`config.mk`:
```
export PLATFORM = sky130hd
export DESIGN_NAME = mfp_ahb_timer
export DESIGN_NICKNAME = d
export VERILOG_FILES = /design/src/rtl/mfp_ahb_timer.sv
export SDC_FILE = /design/constraint.sdc
export NUM_CORES = 1
export LEC_CHECK = 0
export ABC_AREA = 1
export CAP_MARGIN = 20
export CELL_PAD_IN_SITES_DETAIL_PLACEMENT = 0
export CELL_PAD_IN_SITES_GLOBAL_PLACEMENT = 1
export CORE_MARGIN = 1
export CORE_UTILIZATION = 38
export CTS_CLUSTER_DIAMETER = 120
export DETAILED_ROUTE_END_ITERATION = 12
export HOLD_SLACK_MARGIN = 0.02
export PLACE_DENSITY = 0.86
export SYNTH_ARGS = -nofsm -noshare
export SYNTH_HDL_FRONTEND = slang
export SYNTH_SLANG_ARGS = --single-unit
```
`constraint.sdc`:
```
create_clock -name HCLK -period 1.86 [get_ports HCLK]
set_input_delay 0.372 -clock HCLK [delete_from_list [all_inputs] [get_ports HCLK]]
set_output_delay 0.372 -clock HCLK [all_outputs]
set_load 0.01 [all_outputs]
```
`src/rtl/mfp_ahb_timer.sv`:
```
// AHB-lite timer slave: prescaled down-counter with sticky expiry flag and level IRQ.
// Zero wait states; read data is registered at the end of the address phase.
module mfp_ahb_timer #(
  parameter int COUNT_W = 32,
  parameter int PRESC_W = 16
) (
  input  logic        HCLK,
  input  logic        HRESETn,
  input  logic [3:0]  HADDR,
  input  logic [1:0]  HTRANS,
  input  logic [31:0] HWDATA,
  input  logic        HWRITE,
  input  logic        HSEL,
  output logic [31:0] HRDATA,
  output logic        IO_TMR_IRQ
);

  localparam logic [3:0] A_CTRL  = 4'd0;
  localparam logic [3:0] A_LOAD  = 4'd1;
  localparam logic [3:0] A_COUNT = 4'd2;
  localparam logic [3:0] A_STAT  = 4'd3;
  localparam logic [3:0] A_PRESC = 4'd4;

  logic [3:0]         addr_q;
  logic               write_q;
  logic               valid_q;
  logic [2:0]         ctrl_q, ctrl_d;
  logic [COUNT_W-1:0] load_q, load_d;
  logic [COUNT_W-1:0] count_q, count_d;
  logic               exp_q, exp_d;
  logic [PRESC_W-1:0] presc_q, presc_d;
  logic [PRESC_W-1:0] pcnt_q, pcnt_d;
  logic [31:0]        hrdata_q, hrdata_d;
  logic [31:0]        rdata;
  logic               tick;
  logic               acc;
  logic               wr_en;
  logic               unused_bits;

  assign acc         = HSEL & HTRANS[1];
  assign wr_en       = valid_q & write_q;
  assign unused_bits = ^{HTRANS[0], HWDATA};

  always_comb begin
    ctrl_d  = ctrl_q;
    load_d  = load_q;
    count_d = count_q;
    exp_d   = exp_q;
    presc_d = presc_q;
    pcnt_d  = '0;
    tick    = 1'b0;

    if (ctrl_q[0]) begin
      tick   = (pcnt_q == presc_q);
      pcnt_d = tick ? '0 : pcnt_q + 1'b1;
    end

    if (wr_en && addr_q == A_PRESC) begin
      presc_d = HWDATA[PRESC_W-1:0];
      pcnt_d  = '0;
    end
    if (wr_en && addr_q == A_LOAD) load_d = HWDATA[COUNT_W-1:0];
    if (wr_en && addr_q == A_STAT && HWDATA[0]) exp_d = 1'b0;

    // A bus write to COUNT pre-empts both the decrement and the expiry of this tick.
    if (wr_en && addr_q == A_COUNT) begin
      count_d = HWDATA[COUNT_W-1:0];
    end else if (tick) begin
      if (count_q != '0) begin
        count_d = count_q - 1'b1;
      end else begin
        exp_d = 1'b1;
        if (ctrl_q[1]) count_d = load_q;
        else           ctrl_d[0] = 1'b0;
      end
    end

    if (wr_en && addr_q == A_CTRL) ctrl_d = HWDATA[2:0];
  end

  // Reads see next-state values so a read right behind a write returns the new data.
  always_comb begin
    rdata = '0;
    case (HADDR)
      A_CTRL:  rdata = {29'b0, ctrl_d};
      A_LOAD:  rdata = 32'(load_d);
      A_COUNT: rdata = 32'(count_d);
      A_STAT:  rdata = {31'b0, exp_d};
      A_PRESC: rdata = 32'(presc_d);
      default: rdata = '0;
    endcase
    hrdata_d = (acc && !HWRITE) ? rdata : hrdata_q;
  end

  always_ff @(posedge HCLK or negedge HRESETn) begin
    if (!HRESETn) begin
      addr_q   <= '0;
      write_q  <= 1'b0;
      valid_q  <= 1'b0;
      ctrl_q   <= '0;
      load_q   <= '0;
      count_q  <= '0;
      exp_q    <= 1'b0;
      presc_q  <= '0;
      pcnt_q   <= '0;
      hrdata_q <= '0;
    end else begin
      valid_q  <= acc;
      if (acc) begin
        addr_q  <= HADDR;
        write_q <= HWRITE;
      end
      ctrl_q   <= ctrl_d;
      load_q   <= load_d;
      count_q  <= count_d;
      exp_q    <= exp_d;
      presc_q  <= presc_d;
      pcnt_q   <= pcnt_d;
      hrdata_q <= hrdata_d;
    end
  end

  assign HRDATA     = hrdata_q;
  assign IO_TMR_IRQ = exp_q & ctrl_q[2];

endmodule
```
======== Word level (Yosys, flattened, before mapping) ========
Index checks and enable logic that the tools add are counted.
storage, ports and cells
  register bits after elaboration ......... 138
  output and inout bits ................... 33
cells by class
  add/sub/neg operators ................... 2
  equal/unequal tests ..................... 9
  mux-type cells .......................... 20
  bitwise operators ....................... 3
  reductions and logical operators ........ 11
operators by type and width
  operator                 number
  $mux W32                 5
  $pmux W32 S5             1
  $mux W16                 4
  $reduce_bool A32 Y1      1
  $sub A32 B1 Y32 const B  1
  $add A16 B1 Y16 const B  1
  $eq A16 B16 Y1           1
  $eq A4 B2 Y1 const B     4
  $mux W1                  9
  $eq A4 B1 Y1 const B     2
  $eq A4 B3 Y1 const B     2
  $logic_not A4 Y1         2
  $logic_and A1 B1 Y1      7
  $and A1 B1 Y1            3
  $mux W3                  1
  $logic_not A1 Y1         1

======== Longest topological paths before layout ========
Gate-level depths: netlist of run 1.
  depth in word-level cells ............... 8
  mapped depth ............................ 18
  gate-level depth less buffers ........... 18

======== Worst setup path after synthesis of run 1 ========
No wires, ideal clock.
  path kind ............................... flip-flop to flip-flop
  start ................................... reg count_q[0]
  end ..................................... reg hrdata_q[11] (netlist: HRDATA[11])
  setup time .............................. 117 ps
  arrival time ............................ 1685 ps
  data required time ...................... 1743 ps
  slack ................................... 58 ps
  stages on the path, launching flop included .. 19
  buffers on the path ..................... 1
  period minus slack after synthesis ...... 1802 ps
  cell sequence ........................... dfrtp_1 > inv_1 > ha_1 > nand2_1 > nor2_1 > nand2_2 > nor2_4 > inv_2 > buf_6 > nand2_2 > nand2_1 > nand2_1 > nand2_1 > nand2_1 > nand2_2 > nand2_1 > nand2_1 > nand2_1 > nand2_1
on the way
  cells in the longest elaborated chain, start to end .. 5
  elaborated cells on any way between the ends .. 6
  those cells by class .................... 1 x add/sub; 4 x mux; 1 x reduce/logical
ends and longest elaborated chain
  what                                                           line    source
  from (decl)                                                    29      logic [COUNT_W-1:0] count_q, count_d;
  from (signal assigned)                                         115     count_q <= count_d;
  $sub A32 B1 Y32 / $reduce_bool A32 Y1 (equally long branches)  70, 69
  $mux W32 *                                                     69      if (count_q != '0) begin
  $mux W32 *                                                     68      end else if (tick) begin
  $mux W32 *                                                     66      if (wr_en && addr_q == A_COUNT) begin
  named net count_d[11]                                          29
  $pmux W32 S5 *                                                 84      case (HADDR)
  to (signal assigned)                                           119     hrdata_q <= hrdata_d;
  to (decl)                                                      33      logic [31:0] hrdata_q, hrdata_d;
The timed path passes the listed nets; every way through them passes the cells marked *.
A chain may end at the register's enable or synchronous reset.

======== Worst setup path after layout of run 1 ========
  start ................................... reg presc_q[13]
  end ..................................... reg hrdata_q[15] (netlist: HRDATA[15])
on the way
  cells in the longest elaborated chain, start to end .. 5
ends and longest elaborated chain
  what                    line  source
  from (decl)             31    logic [PRESC_W-1:0] presc_q, presc_d;
  from (signal assigned)  117   presc_q <= presc_d;
  $eq A16 B16 Y1          54    tick = (pcnt_q == presc_q);
  $mux W1                 53    if (ctrl_q[0]) begin
  $mux W32                68
  $mux W32                66
  named net count_d[15]   29
  $pmux W32 S5            84
The timed path passes the listed nets, and every way through them passes these cells.

==> results of run 1 <==
## state kept, by name (all words and copies together) (netlist names)
name and flops:
HRDATA 32, count_q 32, load_q 32, pcnt_q 16
presc_q 16, addr_q 4, ctrl_q 3, exp_q 1
valid_q 1, write_q 1
## final cells by class
cell class | instances | share of cell area
clock buffers | 19 | 0.03617
clock inverters | 13 | 0.01429
inverters | 130 | 0.03986
multi-input cells | 931 | 0.3800
flip-flops and latches | 138 | 0.2766
well taps | 280 | 0.02797
repair buffers | 300 | 0.2246
repair inverters | 1 | 0.0004995
## what timing repair did
action                                  in CTS  in global routing
hold buffers                                 1                  0
setup buffers                               29                 21
pin swaps                                   29                 49
endpoints found under the hold margin       35                  0
gates resized for setup                     97                112
cloned                                       4                  1
endpoints found under the setup margin      73                 80
## logic make-up (layout without fill, tap and decap cells)
logic type / Yosys count / in the layout / synth area share
buf+inv: 171 / 463 / 0.08585
mux: 10 / 10 / 0.01510
fa+ha+maj: 3 / 3 / 0.004441
flops: 138 / 138 / 0.4085
compound gates: 138 / 138 / 0.09088
xor+xnor: 18 / 18 / 0.01865
simple gates: 762 / 762 / 0.3766
## path summary, 6_finish.rpt
path                                          end  slack [ps]
hold / removal               load_q[25]$_DFF_PN0_         440
setup reg to reg           HRDATA[15]$_DFFE_PN0P_        -210
max in group asynchronous    count_q[2]$_DFF_PN0_         790
min in group HCLK          HRDATA[30]$_DFFE_PN0P_         480
setup / recovery           HRDATA[15]$_DFFE_PN0P_        -210
hold reg to reg            HRDATA[30]$_DFFE_PN0P_         480
## placed cells by master, fill, tap and decap left out, types with 7 or more instances in the layout
master	instances
a21oi_1	39
nand3_2	11
nor2_4	24
nand2_2	62
dfrtp_1	129
nor2_1	75
dfrtp_2	9
a22o_1	14
buf_12	20
nand2_4	9
clkdlybuf4s50_1	72
clkbuf_16	18
o21ai_0	50
buf_4	184
inv_2	19
nand2_1	496
buf_6	18
nand3_1	34
xor2_1	16
nor2_2	26
inv_1	107
nand4_1	10
o21ai_1	15
o21ai_2	7
## stage by stage
stage	std cells	total power, mW	hold WS, ps	setup slack (ps)	instance area [sq um]
4_1_cts	1792	14.60	456.8	-172.3	12050
3_3_place_gp	1726	10.19	337.8	-278.9	10820
6_report	1812	15.16	444.4	-208.7	12520
2_1_floorplan	1240	7.671	76.41	58.11	8453
5_1_grt	1812	16.10	481.0	-341.5	12520
3_5_place_dp	1726	10.28	337.5	-303.6	10820
## report_power, final
group	switching (mW)	total, mW	internal [mW]
clock	1.47	3.69	2.22
combinational	3.53	6.71	3.18
sequential	0.770	4.75	3.98
## routing by layer
metal  global-route usage  wire (microns)  vias up
li1                     -               -     4415
met1               0.3432           12760     4231
met2               0.4009           12970      260
met3              0.04398            1354       43
met4              0.08200             684        0
met5                    0               0        -
## critical path, delay by kind of cell, from the launching register on
kind | cells | cell delay [ps]
AND/OR/NAND/NOR | 15 | 1310
flip-flops | 1 | 450
buffers and inverters | 2 | 230
==> results by group, run 1 <==
Synthesis
  • Synth Warn #: 0
  • Dominant cells by area after synthesis: dfrtp_1 (41%), nand2_1 (24%), inv_1 (5.3%)
  • Register area share after synthesis: 0.4085
  • Post-synth cell types: 40
  • EDFF count, synth: 0
  • Net Count, Synth: 1285
  • Avg Inst Size Synth: 6.817 sq um
  • Synth area leader: dfrtp_1
  • Count leader, synth: nand2_1
  • Commonest cells in the netlist: nand2_1 (544), dfrtp_1 (138), inv_1 (120), nor2_1 (108), o21ai_0 (66)
  • Share of the synthesized area in the top cell type: 0.4085
  • Mapped cell area: 0.008453 sq mm
  • Async set-reset flop share out of synthesis: 1.000
  • Top_reg_cell synth: dfrtp_1
  • #FFs+latches synth: 138
  • Syn Inst Count: 1240

Placement
  • DP HPWL: 19.30 mm
  • IO buf count: 73
  • Placer congestion estimate: 0.9240

Routing
  • Drc violations: 0
  • Final WL: 27.77 mm
  • Iter 0 DRT Violations: 585
  • Vias: 8949
  • ANT nets after route: 0
  • Via density: 4.939
  • Avg WL per Cell: 15.32 microns
  • TritonRoute pass-1 iters: 5

GRT
  • Grt total ovfl: 0
  • Largest net degree at the start of global routing: 42
  • GRT Overall Usage: 0.2510
  • Vias in the first global route: 8423
  • First-pass GRT wire length: 43.40 mm
  • Initial antenna violation count: 0

Final layout
  • Layout cells sized above 1: 0.3003
  • Area growth syn-to-layout: 48.15%
  • Fillers: 1994
  • Diode count: 0
  • NumNets Final: 1564
  • Register area: 0.003465 sq mm
  • Final core occ: 0.5738
  • Area occupied by multi-input gates: 0.004758 sq mm

Critical path
  • Critical Path Source: presc_q[13]$_DFF_PN0_
  • Slowest CP cell: dfrtp_2
  • Worst setup EP type: register
  • Critical Path Start Type: register
  • Worst Path Max Fanout: 8
  • Worst path most repeated cell: nand2_1
  • Worst setup path class: register to register
  • Critical Path, Cell by Cell: nand2_1 -> nand2_1 -> nor2_1 -> nand2_1 -> nor2_4 -> nand2_4 -> nor2_8 -> buf_6 -> buf_12 -> nand2_1 -> nand2_1 -> nand2_1 -> nand2_2 -> nand2_1 -> nand2_2 -> nand2_1 -> nand2_1
  • CP Data Arrival Time: 2440 ps
  • Slowest stage delay, CP: 450 ps
  • Critical path data required time: 2230 ps
  • Crit Reg-Reg Startpoint: presc_q[13]$_DFF_PN0_
  • Worst Reg-to-Reg Cells: 17

Timing
  • RSZ-0062 raised after global routing: yes
  • Number of setup violations in the final report: 54
  • Final Cycle Share: 1.112
  • Minimum clock period: 2069 ps
  • Rel. slew slack: 0.6767
  • Final count of hold timing violations: 0
  • Final Max Tran Viols: 0
  • Setup slack after layout: -208.7 ps
  • TNS Setup: -6832 ps
  • Worst clock skew: 8.994 ps
  • Worst slew pin tran: 480.5 ps
  • FMAX: 0.4834 GHz

CTS
  • H-tree levels: 4
  • CTS tree: built
  • Clock slew at reported path FFs: 70 ps
  • Clock sink total: 138
  • Clock Tree Root: clkbuf_16
  • Worst-Skew Late Latency: 430 ps
  • Clock Tree Buf Depth: 2
  • Num CTS Buffers: 17

Floorplan
  • Die X: 151.1 microns
  • Starting Density: 0.3873
  • Row cnt: 54
  • I/O pins: 75
  • Core area: 0.02182 sq mm
  • Die Y-Extent: 151.1 microns
  • Die area: 0.02284 sq mm

Status
  • Violated checks: negative setup slack
  • Status: finished with violations

Run
  • Max-cap violation count: 0

Power and ir drop
  • VDD IR-drop max: 0.7499 mV
  • Leak: 6.328 nW
  • Power Dens Cells: 1210 mW/mm^2

Hold path
  • HP Class: input pin to async pin
Note: power is estimated with default switching activity, not from simulation.
==> run 2, diff against run 1 <==
SLEW_MARGIN = 30   (was unset)
==> results of run 2 <==
Same layout as run 1: the final DEF is identical, and so are final timing and power.
==> variant 1, RTL diff (config.mk and constraints of run 1) <==
Change the parameter `PRESC_W` from 16 to 32.
--- a/src/rtl/mfp_ahb_timer.sv
+++ b/src/rtl/mfp_ahb_timer.sv
@@ -3,5 +3,5 @@
 module mfp_ahb_timer #(
   parameter int COUNT_W = 32,
-  parameter int PRESC_W = 16
+  parameter int PRESC_W = 32
 ) (
   input  logic        HCLK,
Formal check against the unedited RTL: not equivalent (a bounded check fails within 4 cycles, from zero or initial values and one cycle with HRESETn low).
==> variant 1 against run 1 <==
  * The flow still finishes with violations (negative setup slack)
  * Routed wire length rose by 46%
  * Sequential cell count rose by 32
  * Design area rose by 30%
  * Combinational power rose by 27%
  * Non-clock buffer count rose by 96
  * Area after synthesis rose by 30%
  * Via count rose by 33%
  * Power rose by 17%
  * Worst setup slack got worse by 0.12 ns
  * Final cell count rose by 33%
  * Critical endpoint is now HRDATA[7]
  * Largest cell class unchanged
  * Largest power group unchanged
  * Highest routed layer unchanged
==> variant 1: results (changes against run 1) <==
- The largest vdd supply drop is 739 µV (-1.4%).
- The post-synthesis average cell area is 6.60 µm² (-3.1%).
- The post-synthesis cell type count came to 44 (+10%).
- Yosys attributes the largest share of cell area to sky130_fd_sc_hd__dfrtp_1 (39%), sky130_fd_sc_hd__nand2_1 (21%), sky130_fd_sc_hd__inv_1 (7.4%).
- The count of cells along the worst register-to-register path is 19 (+2).
- The reported leakage power is 0.00808 µW (+28%).
- The run finished, with violations left.
- The post-synthesis async set-or-reset flop share is 100% (unchanged).
- The number of nets in the layout is 2065 (+32%).
- The largest fanout of any net on the critical path is 6 (-2).
- The commonest cells after synthesis are sky130_fd_sc_hd__nand2_1 (611), sky130_fd_sc_hd__inv_1 (215), sky130_fd_sc_hd__nor2_1 (181).
- The final HPWL from detailed placement was 28700 µm (+48%).
- The final-report setup violation count is 97 (+80%).
- The worst register-to-register path ends at HRDATA[7].
- The clock latency on the worst-skew pair came to 0.45 ns (+0.02 ns).
- The wire length of the first global-routing pass came to 60500 µm (+39%).
- The post-placement worst setup slack is -0.467 ns (-0.164 ns).
- The cell total after placement is 2320 (+34%).
- The largest incremental delay on the critical path is 0.43 ns (-0.02 ns).
- The number of warning messages in the yosys log is 0 (unchanged).
- Among all stages on the critical path, the largest delay is contributed by sky130_fd_sc_hd__dfrtp_1.
- The startpoint identified for the worst register-to-register timing path is pcnt_q[23].
- The global placer's final weighted congestion is 0.943 (+2.0%).
- The setup clock skew after layout is 0.0164 ns (+0.00736 ns).
- The worst hold path belongs to the class input pin to async pin.
- The actual transition at the worst max-transition pin is 0.712 ns (+0.231 ns).
- The total nets after synthesis is 1706 (+33%).
- The pin count of the biggest net entering global routing is 58 (+38%).
- The number of standard cells in the final layout excluding fillers was 2410 (+33%).
- The number of port buffers is 73 (unchanged).
- The total number of vias is 11.9k (+33%).
- The global-route total usage across every layer is 27.0% (+1.9 points).
- The share of synthesized area occupied by flip-flops and latches is 38.8% (-2.1 points).
- The worst setup slack after layout is -0.324 ns (-0.115 ns).
- The proportion of layout cells with a drive suffix above 1 is 31.2% (+1.2 points).
- After clock tree synthesis, the clock-pin slew on the worst setup and hold paths is 0.08 ns.
- The checks that failed: negative setup slack.
- The total wire length after detailed routing was 40500 µm (+46%).
- The via count of the first global-routing pass is 11.2k (+33%).
- The number of violations reported at the end of detailed-routing iteration 0 is 885 (+51%).
==> variant 1: kinds of logic after synthesis <==
family                   synth area share (%)
buffers and inverters                    11.0
flip-flops                               38.8
multiplexers                            0.205
AND/OR/NAND/NOR                          37.0
adder cells (fa/ha/maj)                 0.342
XOR/XNOR                                 2.16
AO/OA/AOI/OAI                            10.5
==> variant 1: cell type report <==
type | instances | area, µm²
Fill cell | 2655 | 11800
Clock buffer | 18 | 429
Sequential cell | 170 | 4260
Multi-Input combinational cell | 1197 | 6300
Clock inverter | 13 | 134
Inverter | 238 | 908
Tap cell | 378 | 473
Timing Repair Buffer | 396 | 3740
==> variant 1: where the power goes <==
part	total (µW)	leakage (µW)	switching, µW	internal (µW)
clock	3550	0.000266	1680	1870
sequential	5690	0.00206	869	4820
combinational	8510	0.00575	4670	3830
total	17700	0.00808	7220	10500
==> variant 1: per-layer routing <==
layer / up-vias / track usage, % / share of wire, %
li1: 5843 / - / -
met1: 5604 / 37.3 / 44
met4: 0 / 11.6 / 4.4
met5: - / 0 / 0
met2: 370 / 42.3 / 46
met3: 94 / 3.71 / 5.5
==> variant 1: timing repair <==
action                                  in CTS  in global routing
endpoints found under the setup margin      97                 99
hold buffers                                 1                  0
pin swaps                                   15                 50
hold endpoints to repair                    35                  0
gates cloned                                 3                  7
buffers inserted                            23                 28
gates resized for setup                     83                206
==> variant 1: worst max path at each step <==
| stage | startpoint | to | slack (ns) | depth (start not counted) |
|---|---|---|---|---|
| floorplan | count_q[0] | HRDATA[0] | 0.03 | 16 |
| global placement | count_q[12] | HRDATA[30] | -0.44 | 16 |
| detailed placement | count_q[0] | HRDATA[30] | -0.47 | 16 |
| CTS | pcnt_q[28] | HRDATA[30] | -0.27 | 18 |
| global route | pcnt_q[3] | HRDATA[2] | -0.49 | 18 |
| finish | pcnt_q[23] | HRDATA[7] | -0.32 | 19 |
==> variant 1: stage by stage <==
step | hold WS (ns) | setup TNS (ns) | utilization (%) | power [µW] | instance area, µm²
final | 0.427 | -18.21 | 57.8 | 17700 | 16200
after global routing | 0.465 | -31.22 | 57.8 | 18900 | 16200
after CTS | 0.441 | -12.00 | 54.4 | 16800 | 15300
after detailed placement | 0.338 | -13.73 | 50.4 | 12700 | 14100
after global placement | 0.341 | -12.54 | 50.4 | 12600 | 14100
after floorplan | 0.0764 | 0 | - | 9130 | 11000
==> variant 2, RTL diff (flow settings as in run 1) <==
Without the edit above. Add an input register stage for `HADDR`, `HTRANS`, `HWDATA`, `HWRITE` and `HSEL`, cleared by the reset; this delays them by one clock.
--- a/src/rtl/mfp_ahb_timer.sv
+++ b/src/rtl/mfp_ahb_timer.sv
@@ -22,4 +22,26 @@
   localparam logic [3:0] A_PRESC = 4'd4;
 
+  logic [3:0] HADDR_q;
+  logic [1:0] HTRANS_q;
+  logic [31:0] HWDATA_q;
+  logic HWRITE_q;
+  logic HSEL_q;
+
+  always_ff @(posedge HCLK or negedge HRESETn) begin
+    if (!HRESETn) begin
+      HADDR_q  <= '0;
+      HTRANS_q <= '0;
+      HWDATA_q <= '0;
+      HWRITE_q <= '0;
+      HSEL_q   <= '0;
+    end else begin
+      HADDR_q  <= HADDR;
+      HTRANS_q <= HTRANS;
+      HWDATA_q <= HWDATA;
+      HWRITE_q <= HWRITE;
+      HSEL_q   <= HSEL;
+    end
+  end
+
   logic [3:0]         addr_q;
   logic               write_q;
@@ -38,7 +60,7 @@
   logic               unused_bits;
 
-  assign acc         = HSEL & HTRANS[1];
+  assign acc         = HSEL_q & HTRANS_q[1];
   assign wr_en       = valid_q & write_q;
-  assign unused_bits = ^{HTRANS[0], HWDATA};
+  assign unused_bits = ^{HTRANS_q[0], HWDATA_q};
 
   always_comb begin
@@ -57,13 +79,13 @@
 
     if (wr_en && addr_q == A_PRESC) begin
-      presc_d = HWDATA[PRESC_W-1:0];
+      presc_d = HWDATA_q[PRESC_W-1:0];
       pcnt_d  = '0;
     end
-    if (wr_en && addr_q == A_LOAD) load_d = HWDATA[COUNT_W-1:0];
-    if (wr_en && addr_q == A_STAT && HWDATA[0]) exp_d = 1'b0;
+    if (wr_en && addr_q == A_LOAD) load_d = HWDATA_q[COUNT_W-1:0];
+    if (wr_en && addr_q == A_STAT && HWDATA_q[0]) exp_d = 1'b0;
 
     // A bus write to COUNT pre-empts both the decrement and the expiry of this tick.
     if (wr_en && addr_q == A_COUNT) begin
-      count_d = HWDATA[COUNT_W-1:0];
+      count_d = HWDATA_q[COUNT_W-1:0];
     end else if (tick) begin
       if (count_q != '0) begin
@@ -76,5 +98,5 @@
     end
 
-    if (wr_en && addr_q == A_CTRL) ctrl_d = HWDATA[2:0];
+    if (wr_en && addr_q == A_CTRL) ctrl_d = HWDATA_q[2:0];
   end
 
@@ -82,5 +104,5 @@
   always_comb begin
     rdata = '0;
-    case (HADDR)
+    case (HADDR_q)
       A_CTRL:  rdata = {29'b0, ctrl_d};
       A_LOAD:  rdata = 32'(load_d);
@@ -90,5 +112,5 @@
       default: rdata = '0;
     endcase
-    hrdata_d = (acc && !HWRITE) ? rdata : hrdata_q;
+    hrdata_d = (acc && !HWRITE_q) ? rdata : hrdata_q;
   end
 
@@ -108,6 +130,6 @@
       valid_q  <= acc;
       if (acc) begin
-        addr_q  <= HADDR;
-        write_q <= HWRITE;
+        addr_q  <= HADDR_q;
+        write_q <= HWRITE_q;
       end
       ctrl_q   <= ctrl_d;
Function: changed (a bounded check fails within 4 cycles, from zero or initial values and one cycle with HRESETn low).
==> variant 2 against run 1 <==
  * The flow still finishes with violations (negative setup slack)
  * Sequential cell count rose by 39
  * Power rose by 14%
  * Global-route usage is 0.78 points lower
  * Design area rose by 6.5%
  * Die area rose by 11%
  * Critical endpoint is now HRDATA[7]
  * Via count grew 4.3%
  * Count of clock-buffer cells in the layout fell by 2
  * Area after synthesis up 11%
  * Routed wire length rose by 8.5%
  * Clock skew up 0.0027 ns
  * Critical path type unchanged
  * Worst setup slack worse by 0.062 ns
==> variant 2: results (changes against run 1) <==
- The area fraction in compound gates after synthesis is 7.51% (-1.6 points).
- The final HPWL from detailed placement is 20500 µm (+6.3%).
- The largest fanout of any net on the critical path came to 9 (+1).
- The reported leakage power is 0.00677 µW (+6.9%).
- The arrival time at the worst endpoint was 2.52 ns (+0.08 ns).
- The via count of the first global-routing pass is 8995 (+6.8%).
- The pin count of the biggest net entering global routing is 64 (+52%).
- The final-report setup violation count is 55 (+1.9%).
- The largest incremental delay on the critical path came to 0.41 ns (-0.04 ns).
- The wire length on met2 came to 14000 µm (+8.0%).
- The number of violations reported at the end of detailed-routing iteration 0 is 622 (+6.3%).
- The final reports fail on negative setup slack.
- The wire length on met1 was 14100 µm (+11%).
- The total nets after synthesis is 1354 (+5.4%).
- The worst setup slack after layout is -0.271 ns (-0.0623 ns).
- Sorting the synthesized cells by area gives the leading types as sky130_fd_sc_hd__dfrtp_1 (47%), sky130_fd_sc_hd__nand2_1 (25%), sky130_fd_sc_hd__inv_1 (4.7%).
- The total number of vias came to 9336 (+4.3%).
- The number of buffers inserted by post-CTS setup repair is 15 (-48%).
- The detailed-route wire length per cell came to 15.8 µm (+3.1%).
- The portion of netlist area occupied by mux cells was 0% (-1.5 points).
- The total met3 wirelength after detailed routing is 1360 µm (+0.74%).
- The setup TNS is -7.81 ns (-0.978 ns).
- The proportion of layout cells with a drive suffix above 1 came to 25.8% (-4.2 points).
- The post-cts gate resize count is 79 (-19%).
- The xor and xnor fraction of the mapped netlist area is 1.49% (-0.37 points).
- The share of synthesized area occupied by flip-flops and latches is 47.2% (+6.3 points).
- The number of nets in the layout is 1616 (+3.3%).
- The global-route total usage across every layer is 24.3% (-0.78 points).
- The post-synthesis cell type count is 36 (-10%).
- The global placer's final weighted congestion came to 0.914 (-1.1%).
- The run finished, with violations left.
==> variant 2: cell count changes after synthesis, moves of 4 or more <==
cell                      change
sky130_fd_sc_hd__nand3_1      +5
sky130_fd_sc_hd__nor2_1      -19
sky130_fd_sc_hd__nor2_4       -4
sky130_fd_sc_hd__mux2_4       -4
sky130_fd_sc_hd__mux2_2       -6
sky130_fd_sc_hd__a21oi_1     -19
sky130_fd_sc_hd__o21ai_0     +16
sky130_fd_sc_hd__dfrtp_1     +39
sky130_fd_sc_hd__nand2_1     +78
sky130_fd_sc_hd__nand2_2     -10
sky130_fd_sc_hd__buf_4        +4
==> variant 2: final timing paths <==
| kind | start | endpoint | slack (ns) |
|---|---|---|---|
| setup / recovery | count_q[10] | HRDATA[7] | -0.27 |
| hold / removal | HRESETn | HWDATA_q[24] | 0.31 |
| setup reg to reg | count_q[10] | HRDATA[7] | -0.27 |
| hold reg to reg | HRDATA[4] | HRDATA[4] | 0.48 |
| max in group asynchronous | HRESETn | count_q[8] | 0.99 |
| min in group HCLK | HWDATA[3] | HWDATA_q[3] | 0.36 |
==> variant 2: per-stage QoR <==
step / cells / setup WS, ns / util [%] / power (µW) / area (µm²)
CTS: 1886 / -0.191 / 53.0 / 16600 / 12900
global route: 1908 / -0.407 / 55.0 / 18300 / 13300
finish: 1908 / -0.271 / 55.0 / 17200 / 13300
detailed placement: 1836 / -0.315 / 48.5 / 12200 / 11800
floorplan: 1309 / 0.0306 / - / 8800 / 9380
global placement: 1836 / -0.310 / 48.5 / 12100 / 11800
==> variant 2: worst register-to-register path: stages (launching register included) <==
cell                        delay, ns
sky130_fd_sc_hd__dfrtp_1         0.41
sky130_fd_sc_hd__nor2_2          0.16
sky130_fd_sc_hd__nand2_2         0.12
sky130_fd_sc_hd__nor2_8          0.16
sky130_fd_sc_hd__nand2_4         0.06
sky130_fd_sc_hd__nor2_4          0.17
sky130_fd_sc_hd__buf_6           0.14
sky130_fd_sc_hd__clkbuf_16       0.15
sky130_fd_sc_hd__nand2_1         0.05
sky130_fd_sc_hd__o21ai_1         0.09
sky130_fd_sc_hd__nand2_2         0.06
sky130_fd_sc_hd__nand2_1         0.05
sky130_fd_sc_hd__nand2_1         0.06
sky130_fd_sc_hd__nand2_1         0.10
sky130_fd_sc_hd__nand2_1         0.07
sky130_fd_sc_hd__nand2_2         0.09
sky130_fd_sc_hd__nand2_1         0.07
sky130_fd_sc_hd__nand2_1         0.07
==> variant 2: power by group <==
part           switching [µW]  internal, µW  total, µW  leakage, µW
Combinational            4230          3680       7910      0.00421
Clock                    1850          1970       3820     0.000308
Sequential                743          4730       5480      0.00225
==> variant 2: final cells by class <==
class,count,area [µm²]
tap,324,405
clock buffer,17,425
inverter,124,478
sequential,177,4440
clock inverter,15,213
fill,2275,10900
timing repair buffer,287,2690
multi-input combinational,964,4690
